<file path="config.mk">
export PLATFORM = sky130hd
export DESIGN_NAME = inst_loader
export DESIGN_NICKNAME = d
export VERILOG_FILES = /design/src/rtl/inst_loader.sv
export SDC_FILE = /design/constraint.sdc
export NUM_CORES = 1
export LEC_CHECK = 0
export ABC_CLOCK_PERIOD_IN_PS = 3700
export BUFFER_PORTS_ARGS = -buffer_cell sky130_fd_sc_hd__buf_2
export CAP_MARGIN = 20
export CORE_MARGIN = 8
export CORE_UTILIZATION = 35
export DETAILED_ROUTE_END_ITERATION = 16
export PLACE_DENSITY = 0.52
export SKIP_CTS_REPAIR_TIMING = 1
export SLEW_MARGIN = 5
export SYNTH_ARGS = -nofsm -noshare
export SYNTH_HDL_FRONTEND = slang
export SYNTH_SLANG_ARGS = --single-unit
export TNS_END_PERCENT = 50
</file>
<file path="constraint.sdc">
create_clock -name clk -period 3.7 [get_ports clk]
set_input_delay 0.74 -clock clk [delete_from_list [all_inputs] [get_ports clk]]
set_output_delay 0.74 -clock clk [all_outputs]
set_load 0.02 [all_outputs]
</file>
<file path="src/rtl/inst_loader.sv">
// inst_loader: framed-stream program loader; define INST_LOADER_FILL_EN to zero-fill memory above the program.
module inst_loader #(
  parameter int DEPTH  = 16,
  parameter int ADDR_W = 4
) (
  input  logic              clk,
  input  logic              reset,
  input  logic              start,
  input  logic [7:0]        in_data,
  input  logic              in_valid,
  output logic              in_ready,
  output logic              mem_we,
  output logic [ADDR_W-1:0] mem_addr,
  output logic [7:0]        mem_wdata,
  output logic              cpu_run,
  output logic              load_err,
  output logic [ADDR_W:0]   prog_len
);
  typedef enum logic [2:0] {
    IDLE, LEN, DATA, CHECK, DONE, ERROR
`ifdef INST_LOADER_FILL_EN
    , FILL
`endif
  } state_t;
  localparam logic [8:0] DEPTH9 = 9'(DEPTH);
`ifdef INST_LOADER_FILL_EN
  localparam logic [ADDR_W:0] DEPTH_W = (ADDR_W+1)'(DEPTH);
  localparam logic [ADDR_W:0] LAST    = (ADDR_W+1)'(DEPTH - 1);
`endif
  state_t state_q, state_d;
  logic [ADDR_W:0]   cnt_q, cnt_d, idx_q, idx_d, len_q, len_d;
  logic [7:0]        sum_q, sum_d, wdata_q, wdata_d;
  logic [ADDR_W-1:0] addr_q, addr_d;
  logic              we_q, we_d;
  logic              xfer, len_ok, sum_ok;
  logic [7:0]        sum_nx;
  logic [ADDR_W:0]   idx_inc;
  assign xfer    = in_valid && in_ready;
  assign len_ok  = (in_data != 8'h00) && ({1'b0, in_data} <= DEPTH9);
  assign sum_nx  = sum_q + in_data;
  assign sum_ok  = sum_nx == 8'h00;
  assign idx_inc = idx_q + 1'b1;
  // State register
  always_ff @(posedge clk) begin
    if (reset) state_q <= IDLE;
    else state_q <= state_d;
  end
  // Next-state logic: frame sequencing and restart on start from idle states
  always_comb begin
    state_d = state_q;
    case (state_q)
      IDLE, DONE, ERROR: state_d = start ? LEN : state_q;
      LEN:   state_d = xfer ? (len_ok ? DATA : ERROR) : state_q;
      DATA:  state_d = (xfer && idx_inc == cnt_q) ? CHECK : state_q;
`ifdef INST_LOADER_FILL_EN
      CHECK: state_d = xfer ? (sum_ok ? (cnt_q == DEPTH_W ? DONE : FILL) : ERROR) : state_q;
      FILL:  state_d = (idx_q == LAST) ? DONE : state_q;
`else
      CHECK: state_d = xfer ? (sum_ok ? DONE : ERROR) : state_q;
`endif
      default: state_d = IDLE;
    endcase
  end
  // Status outputs decoded from the current state
  always_comb begin
    in_ready = (state_q == LEN) || (state_q == DATA) || (state_q == CHECK);
    cpu_run  = state_q == DONE;
    load_err = state_q == ERROR;
  end
  // Datapath next values: count/index, running checksum and the registered write port
  always_comb begin
    cnt_d   = cnt_q;
    idx_d   = idx_q;
    sum_d   = sum_q;
    len_d   = len_q;
    we_d    = 1'b0;
    addr_d  = addr_q;
    wdata_d = wdata_q;
    case (state_q)
      IDLE, DONE, ERROR: sum_d = start ? 8'h00 : sum_q;
      LEN: if (xfer && len_ok) begin
        cnt_d = in_data[ADDR_W:0];
        idx_d = '0;
        sum_d = in_data;
      end
      DATA: if (xfer) begin
        we_d    = 1'b1;
        addr_d  = idx_q[ADDR_W-1:0];
        wdata_d = in_data;
        sum_d   = sum_nx;
        idx_d   = idx_inc;
      end
      CHECK: len_d = (xfer && sum_ok) ? cnt_q : len_q;
`ifdef INST_LOADER_FILL_EN
      FILL: begin
        we_d    = 1'b1;
        addr_d  = idx_q[ADDR_W-1:0];
        wdata_d = 8'h00;
        idx_d   = idx_inc;
      end
`endif
      default: ;
    endcase
  end
  // Datapath registers
  always_ff @(posedge clk) begin
    if (reset) begin
      cnt_q   <= '0;
      idx_q   <= '0;
      sum_q   <= '0;
      len_q   <= '0;
      we_q    <= 1'b0;
      addr_q  <= '0;
      wdata_q <= '0;
    end else begin
      cnt_q   <= cnt_d;
      idx_q   <= idx_d;
      sum_q   <= sum_d;
      len_q   <= len_d;
      we_q    <= we_d;
      addr_q  <= addr_d;
      wdata_q <= wdata_d;
    end
  end
  assign mem_we    = we_q;
  assign mem_addr  = addr_q;
  assign mem_wdata = wdata_q;
  assign prog_len  = len_q;
endmodule

</file>
==> flow_summary.toml, run 1 <==
[status]
status = "complete, no violations"

[worst_setup_path]
critical_path_class = "primary input to flip-flop"
startpoint = "in_data[0]"
rr_worst_depth = 8
critPathRequiredTime_ps = 3850
crit_end = "prog_len[3]$_SDFFE_PP0P_"
critPathMaxFanout = 6
endpoint_kind = "flip-flop"
critPathMaxStageDelay_ps = 410
slowest_stage = "fa_1"
cp-start-kind = "primary input"
reg2reg_slack_ps = 1010
reg2reg_from = "sum_q[0]$_SDFFE_PP0P_"
cp.arrival_ps = 3120
timing.rr.end = "prog_len[3]$_SDFFE_PP0P_"
path_cells = "buf_2 -> ha_1 -> fa_1 -> a211oi_1 -> o21bai_1 -> a221oi_1 -> nand3_1 -> o31ai_1 -> a21oi_1"

[global_routing]
grt_pass1_wl_mm = 9.91
grt_max_degree = 40
grt_use_total = 0.137
met1_usage = 0.169
grt_busiest_layer = "met2"
grt_util_met2 = 0.234
grtUsageMet3 = 0.0315
grt-ovfl-total = 0
grt_pass1_vias = 2016
antenna_found_initial = 0

[synthesis]
syn_area_per_cell_um2 = 7.98
ys_ff_latch = 39
seq_area_frac_synth = 0.353
yosys_warnings = 0
synth_cell_types = 50
syn_area_mm2 = 0.00221
synthCells = 277
synth_nets = 298
ys_async_sr_fraction = 0
synth_flop_cell = "dfxtp_1"
synth-edff-count = 0

[timing]
fmax_mhz = 336
drv_slew = 0
tightest_slew_ps = 737
post-route-period-util = 0.804
worst_slack_ps = 725
hold_violations = 0
fin_skew_ps = 3.25
setup_viol = 0
relSlewSlack = 0.509
holdWs_ps = 452
final.setup.tns_ps = 0
min_period_ps = 2980
grt_setup_unrepaired = "no"

[detailed_routing]
vias = 2064
wl_mm = 6.07
avgViaCountPerCell = 5.43
dr.pass1.iters = 4
wire_per_inst_um = 16.0
drt_iter0_drc = 95
drtAntennaViolNets = 0
drc = 0

[cells_and_area]
areaGrowthSynthToFinish_pct = 14.2
antenna_cells = 0
nets = 323
finish.instance_area_mm2 = 0.00252
final_layout_size_suffix_gt1_frac = 0.152

[placed_design]
placed_cell_area_mm2 = 0.00239
dp_slack_ps = 452
io_buffers = 32
gp_congestion = 0.775
place_hpwl_mm = 4.36

[clock_tree]
worstSkewPairLatency_ps = 290
cts_tree = "yes"
cts.sinks = 39
clk_pin_slew_ps = 80
numCtsBuffers = 5
clockBufferDepth = 2
root_buffer = "clkbuf_8"
ctsHtreeMaxLevel = 2

[pwr]
power_density_mw_per_mm2 = 391
leakage_nw = 0.939
ir_worst_vdd_mv = 0.219
p_total_mw = 0.987

[min_path]
hold_path.class = "flip-flop to flip-flop"

[floorplan]
core.rowCount = 29
pin_count = 33
die_w_um = 95.5
fp.dieH_um = 95.5
coreArea_mm2 = 0.00624
start_util = 0.354
die-area_mm2 = 0.00911

[flow_run]
maxCapViolCount = 0
worst min path at each step:
stage	from	end	depth (start not counted)
after floorplan	sum_q[0]$_SDFFE_PP0P_	sum_q[0]$_SDFFE_PP0P_	2
after global routing	mem_wdata[6]$_SDFFE_PP0P_	mem_wdata[6]$_SDFFE_PP0P_	2
after global placement	mem_addr[1]$_SDFFE_PP0P_	mem_addr[1]$_SDFFE_PP0P_	2
after detailed placement	mem_addr[1]$_SDFFE_PP0P_	mem_addr[1]$_SDFFE_PP0P_	2
after CTS	mem_addr[1]$_SDFFE_PP0P_	mem_addr[1]$_SDFFE_PP0P_	2
final	mem_addr[1]$_SDFFE_PP0P_	mem_addr[1]$_SDFFE_PP0P_	2
where the power goes:
group | internal [mW] | switching, mW
logic | 0.0440 | 0.0753
clock network | 0.270 | 0.159
registers | 0.425 | 0.0130
cell usage in the layout, fill, tap and decap left out, drive strengths merged, types with 2 or more instances in the layout:
cell and count:
nand2 46, dfxtp 39, a21oi 36, buf 34, nor2 17, nand3 11, or3 9, o21ai 9
ha 8, nor3 6, clkbuf 6, and2 5, xnor2 5, nand4 5, o31ai 5, xor2 4
nand2b 4, nor2b 4, o21bai 3, nor4b 3, a211o 3, a22oi 3, inv 3, or2 3
nor4 2, o41ai 2, a211oi 2, or3b 2, a311oi 2, a32oi 2, mux2i 2, a22o 2
a31oi 2, bufinv 2
synthesized netlist by cell type (3+ instances only):
cell	instances	share of area
nand2_1	45	0.076
dfxtp_1	39	0.35
a21oi_1	36	0.082
nor2_1	17	0.029
clkbuf_1	12	0.020
nand3_1	11	0.025
or3_1	9	0.025
ha_1	8	0.045
nor3_1	6	0.014
and2_1	5	0.014
nand4_1	5	0.014
o21ai_1	5	0.011
o31ai_1	5	0.017
xnor2_1	5	0.020
buf_6	4	0.020
nand2b_1	4	0.011
o21ai_0	4	0.0091
xor2_1	4	0.016
a211o_1	3	0.012
a22oi_1	3	0.010
nor2b_1	3	0.0085
nor4b_1	3	0.012
o21bai_1	3	0.010
logic make-up after synthesis:
group,Yosys count,share of synthesized area
flip-flops,39,0.353
adder cells (fa/ha/maj),9,0.0544
AND/OR/NAND/NOR,121,0.276
AO/OA/AOI/OAI,78,0.226
multiplexers,2,0.00906
buffers and inverters,19,0.0459
XOR/XNOR,9,0.0357
final cells by class:
type,instances,area (µm²)
well taps,77,96.3
repair buffers,34,175
multi-input cells,219,1330
inverters,3,11.3
clock buffers,6,72.6
clock inverters,2,60.1
fillers,668,3720
flip-flops and latches,39,781
worst max-delay path: cells and delay by family:
kind / cells / cell delay [ps]
compound gates: 5 / 1300
fa+ha+maj: 2 / 640
buf+inv: 1 / 130
simple gates: 1 / 310
registers in the layout, summed over array words and instances (netlist names):
signal / count
cnt_q: 5
idx_q: 5
mem_addr: 4
mem_wdata: 8
mem_we: 1
prog_len: 5
state_q: 3
sum_q: 8
metal layers:
layer	wire, µm	share of wire
met2	2910	0.48
met3	325	0.054
met5	0	0
met4	57	0.0094
met1	2780	0.46
stage by stage:
stage               utilization  cells
floorplan                     -    277
global placement          0.383    372
detailed placement        0.383    372
CTS                       0.404    380
global route              0.404    380
finish                    0.404    380
Note: power is estimated with default switching activity, not from simulation.
==> inputs of run 2 (changes only) <==
--- a/config.mk
+++ b/config.mk
@@ -5,7 +5,7 @@
 export SDC_FILE = /design/constraint.sdc
 export NUM_CORES = 1
 export LEC_CHECK = 0
-export ABC_CLOCK_PERIOD_IN_PS = 3700
+export ABC_CLOCK_PERIOD_IN_PS = 2800
 export BUFFER_PORTS_ARGS = -buffer_cell sky130_fd_sc_hd__buf_2
 export CAP_MARGIN = 20
 export CORE_MARGIN = 8
==> constraint.sdc (replaced) <==
create_clock -name clk -period 2.8 [get_ports clk]
set_input_delay 0.56 -clock clk [delete_from_list [all_inputs] [get_ports clk]]
set_output_delay 0.56 -clock clk [all_outputs]
set_load 0.02 [all_outputs]
==> flow_summary.toml, run 2 (same netlist as run 1, synthesis figures left out) <==
[status]
status = "complete, no violations"

[worst_setup_path]
reg2reg_slack_ps = 360
endpoint_kind = "flip-flop"
startpoint = "in_data[0]"
reg2reg_from = "sum_q[0]$_SDFFE_PP0P_"
rr_worst_depth = 8
cp.arrival_ps = 2690
cp-start-kind = "primary input"
timing.rr.end = "prog_len[2]$_SDFFE_PP0P_"
critPathRequiredTime_ps = 2980
critPathMaxFanout = 6
critical_path_class = "primary input to flip-flop"

[placed_design]
placed_cells = 386
dp_slack_ps = -63.0
placed_cell_area_mm2 = 0.00250
io_buffers = 32
place_hpwl_mm = 4.51
gp_congestion = 0.793

[timing]
drv_slew = 0
min_period_ps = 2510
fmax_mhz = 399
grt_setup_unrepaired = "no"
fin_skew_ps = 3.80
worst_slack_ps = 292
relSlewSlack = 0.669
post-route-period-util = 0.896
tightest_slew_ps = 494
hold_violations = 0
setup_viol = 0

[global_routing]
antenna_found_initial = 0
grt_use_total = 0.141
grt_max_degree = 22
grt_pass1_wl_mm = 10.2
grt-ovfl-total = 0
grt_pass1_vias = 2107

[pwr]
p_total_mw = 1.26
p_clk_frac = 0.397
power.switching_mw = 0.334
comb_power_share = 0.153
swShare = 0.266
power_density_mw_per_mm2 = 481
ir_worst_vdd_mv = 0.425
p_int_mw = 0.924
leakage_nw = 1.00
seqPwrFrac = 0.451

[cells_and_area]
instances_no_fill = 394
layout_commonest_cell = "nand2_1"
antenna_cells = 0
areaGrowthSynthToFinish_pct = 18.5
utilization = 0.420
finish.instance_area_mm2 = 0.00262
n_fill_cell = 635
multi_input_area_mm2 = 0.00133
nets = 337
layout_common_cells = "45 x nand2_1, 39 x dfxtp_1, 36 x a21oi_1"
regArea_um2 = 781
final_layout_size_suffix_gt1_frac = 0.196

[clock_tree]
ctsHtreeMaxLevel = 2
clk_pin_slew_ps = 80
clockBufferDepth = 2
numCtsBuffers = 5
worstSkewPairLatency_ps = 290
root_buffer = "clkbuf_8"
cts_tree = "yes"
cts.sinks = 39

[detailed_routing]
wl_mm = 6.18
drtAntennaViolNets = 0
drt_iter0_drc = 100
vias = 2140
drc = 0
dr.pass1.iters = 4
wire_per_inst_um = 15.7
avgViaCountPerCell = 5.43

[floorplan]
die-area_mm2 = 0.00911
die_w_um = 95.5
core.rowCount = 29
pin_count = 33
start_util = 0.354
coreArea_mm2 = 0.00624
fp.dieH_um = 95.5

[min_path]
hold_path.class = "flip-flop to flip-flop"
whs_path_depth = 2
min_to = "mem_addr[0]$_SDFFE_PP0P_"
hold_start = "mem_addr[0]$_SDFFE_PP0P_"

[flow_run]
maxCapViolCount = 0
-- run 2: layout make-up --
class,count,share of cell area
flip-flops and latches,39,0.298
clock buffers,6,0.0315
repair buffers,48,0.107
multi-input cells,219,0.509
well taps,77,0.0368
clock inverters,2,0.0134
inverters,3,0.00430
-- run 2: worst max-delay path by stage --
stage	to	slack [ps]	depth (start not counted)
finish	prog_len[2]$_SDFFE_PP0P_	290	9
global route	prog_len[1]$_SDFFE_PP0P_	20	9
CTS	prog_len[2]$_SDFFE_PP0P_	240	9
detailed placement	prog_len[4]$_SDFFE_PP0P_	-60	9
global placement	prog_len[1]$_SDFFE_PP0P_	-20	9
floorplan	prog_len[2]$_SDFFE_PP0P_	260	8
-- run 2: worst max-delay path, stage by stage --
cell	delay (ps)
buf_2	110
ha_1	220
fa_1	400
xor2_1	180
or3_1	320
a221oi_1	320
nand3_2	210
o31ai_1	270
a21oi_1	100
-- run 2: routing by layer --
metal / routed length, µm / vias to the layer above / part of all wire / track usage
met2: 2840 / 51 / 0.46 / 0.226
met5: 0 / - / 0 / 0
met4: 172 / 0 / 0.028 / 0.0704
met1: 2860 / 996 / 0.46 / 0.171
li1: - / 1077 / - / -
met3: 308 / 16 / 0.050 / 0.0370
-- run 2: per-stage QoR --
stage	setup TNS, ps	hold slack [ps]
after floorplan	0	436
after global routing	0	476
after global placement	-76.5	440
after CTS	0	455
after detailed placement	-281	443
final	0	453
-- run 2: power groups by stage --
stage	sequential [mW]	clock [mW]	combinational, mW
after floorplan	0.581	0	0.128
after detailed placement	0.581	0	0.189
after global placement	0.581	0	0.189
after global routing	0.568	0.533	0.211
after CTS	0.568	0.516	0.190
final	0.567	0.499	0.192
==> inputs of run 3 (changes only) <==
--- a/config.mk
+++ b/config.mk
@@ -12,6 +12,7 @@
 export CORE_UTILIZATION = 35
 export DETAILED_ROUTE_END_ITERATION = 16
 export PLACE_DENSITY = 0.52
+export RECOVER_POWER = 100
 export SKIP_CTS_REPAIR_TIMING = 1
 export SLEW_MARGIN = 5
 export SYNTH_ARGS = -nofsm -noshare
==> flow_summary.toml, run 3 (same netlist as run 1, synthesis figures left out) <==
[worst_setup_path]
critPathMaxFanout = 14
critical_path_class = "primary input to flip-flop"
path_cells = "clkbuf_1 -> clkbuf_1 -> nor4_1 -> xor2_1 -> or4_4 -> o221a_1 -> or3_1 -> a21oi_1"
endpoint_kind = "flip-flop"
critPathRequiredTime_ps = 3030
cp-start-kind = "primary input"
critPathMaxStageDelay_ps = 550
slowest_stage = "or4_4"
cp.buffers_inverters = 2
cp_top_family = "simple AND/OR/NAND/NOR gates"
reg2reg_slack_ps = 350
critPathMostFrequentCell = "clkbuf_1"
cp.arrival_ps = 2830

[timing]
fin_skew_ps = 2.53
tightest_slew_ps = 819
min_period_ps = 2600
post-route-period-util = 0.930
relSlewSlack = 0.454
hold_violations = 0
setup_viol = 0
grt_setup_unrepaired = "no"
drv_slew = 0
holdWs_ps = 455
worst_slack_ps = 195
fmax_mhz = 384

[floorplan]
die_w_um = 95.5
pin_count = 33
coreArea_mm2 = 0.00624
start_util = 0.354
die-area_mm2 = 0.00911
fp.dieH_um = 95.5
core.rowCount = 29

[clock_tree]
worstSkewPairLatency_ps = 290
clk_pin_slew_ps = 80
cts.sinks = 39
root_buffer = "clkbuf_8"
numCtsBuffers = 5
clockBufferDepth = 2
ctsHtreeMaxLevel = 2
cts_tree = "yes"

[global_routing]
antenna_found_initial = 0
grt_use_total = 0.141
grt_pass1_wl_mm = 10.2
grt_max_degree = 22
grt-ovfl-total = 0
grt_pass1_vias = 2107

[detailed_routing]
avgViaCountPerCell = 5.45
drtAntennaViolNets = 0
vias = 2148
drc = 0
wl_mm = 6.29
drt_iter0_drc = 108
wire_per_inst_um = 16.0
dr.pass1.iters = 4

[placed_design]
io_buffers = 32
placed_cell_area_mm2 = 0.00250
place_hpwl_mm = 4.51
placed_cells = 386
gp_congestion = 0.793
dp_slack_ps = -63.0

[cells_and_area]
finish.instance_area_mm2 = 0.00256
antenna_cells = 0
areaGrowthSynthToFinish_pct = 15.9
utilization = 0.410
instances_no_fill = 394
nets = 337
final_layout_size_suffix_gt1_frac = 0.104
layout_commonest_cell = "nand2_1"
layout_common_cells = "45 x nand2_1, 39 x dfxtp_1, 36 x a21oi_1"

[pwr]
leakage_nw = 0.888
p_int_mw = 0.919
ir_worst_vdd_mv = 0.427
seqPwrFrac = 0.453
power.switching_mw = 0.335
swShare = 0.267
power_density_mw_per_mm2 = 489
p_clk_frac = 0.399
comb_power_share = 0.149

[status]
status = "complete, no violations"

[flow_run]
maxCapViolCount = 0

[min_path]
hold_path.class = "flip-flop to flip-flop"
[run 3: cell types whose count changed in the layout (fill, tap and decap cells not counted), sizes merged]
cell    previous run  this run
buf               48        21
clkbuf             6        33
[run 3: power groups by stage]
stage | Sequential [mW] | Clock (mW) | Combinational, mW
final | 0.567 | 0.500 | 0.187
after global routing | 0.568 | 0.533 | 0.205
after CTS | 0.568 | 0.516 | 0.190
after detailed placement | 0.581 | 0 | 0.189
after global placement | 0.581 | 0 | 0.189
after floorplan | 0.581 | 0 | 0.128
[run 3: worst paths after layout]
path                       startpoint                       end  cells past startpoint
max                        in_data[1]     sum_q[1]$_SDFFE_PP0P_                      8
min          mem_addr[0]$_SDFFE_PP0P_  mem_addr[0]$_SDFFE_PP0P_                      2
max reg2reg     sum_q[0]$_SDFFE_PP0P_  prog_len[2]$_SDFFE_PP0P_                      8
min reg2reg  mem_addr[0]$_SDFFE_PP0P_  mem_addr[0]$_SDFFE_PP0P_                      2
[run 3: tightest hold or removal path, cell delays in order, from the launching register on]
cell and delay [ps]:
dfxtp_1 310, nand2_1 50, a21oi_1 50
[run 3: area by class of cell]
| cell class | instances | area [µm²] |
|---|---|---|
| clock buffers | 6 | 82.6 |
| clock inverters | 2 | 35.0 |
| fillers | 648 | 3680 |
| inverters | 3 | 11.3 |
| multi-input cells | 219 | 1320 |
| flip-flops and latches | 39 | 781 |
| well taps | 77 | 96.3 |
| repair buffers | 48 | 231 |
[run 3: layer usage]
layer | vias up | global-route usage | part of all wire
li1 | 1077 | - | -
met1 | 996 | 0.171 | 0.45
met2 | 61 | 0.226 | 0.46
met3 | 14 | 0.0370 | 0.062
met4 | 0 | 0.0704 | 0.027
met5 | - | 0 | 0
[run 3: stage by stage]
stage               TNS, ps  power [mW]
finish                    0        1.25
global placement      -76.5       0.770
CTS                       0        1.27
floorplan                 0       0.708
global route              0        1.31
detailed placement     -281       0.770
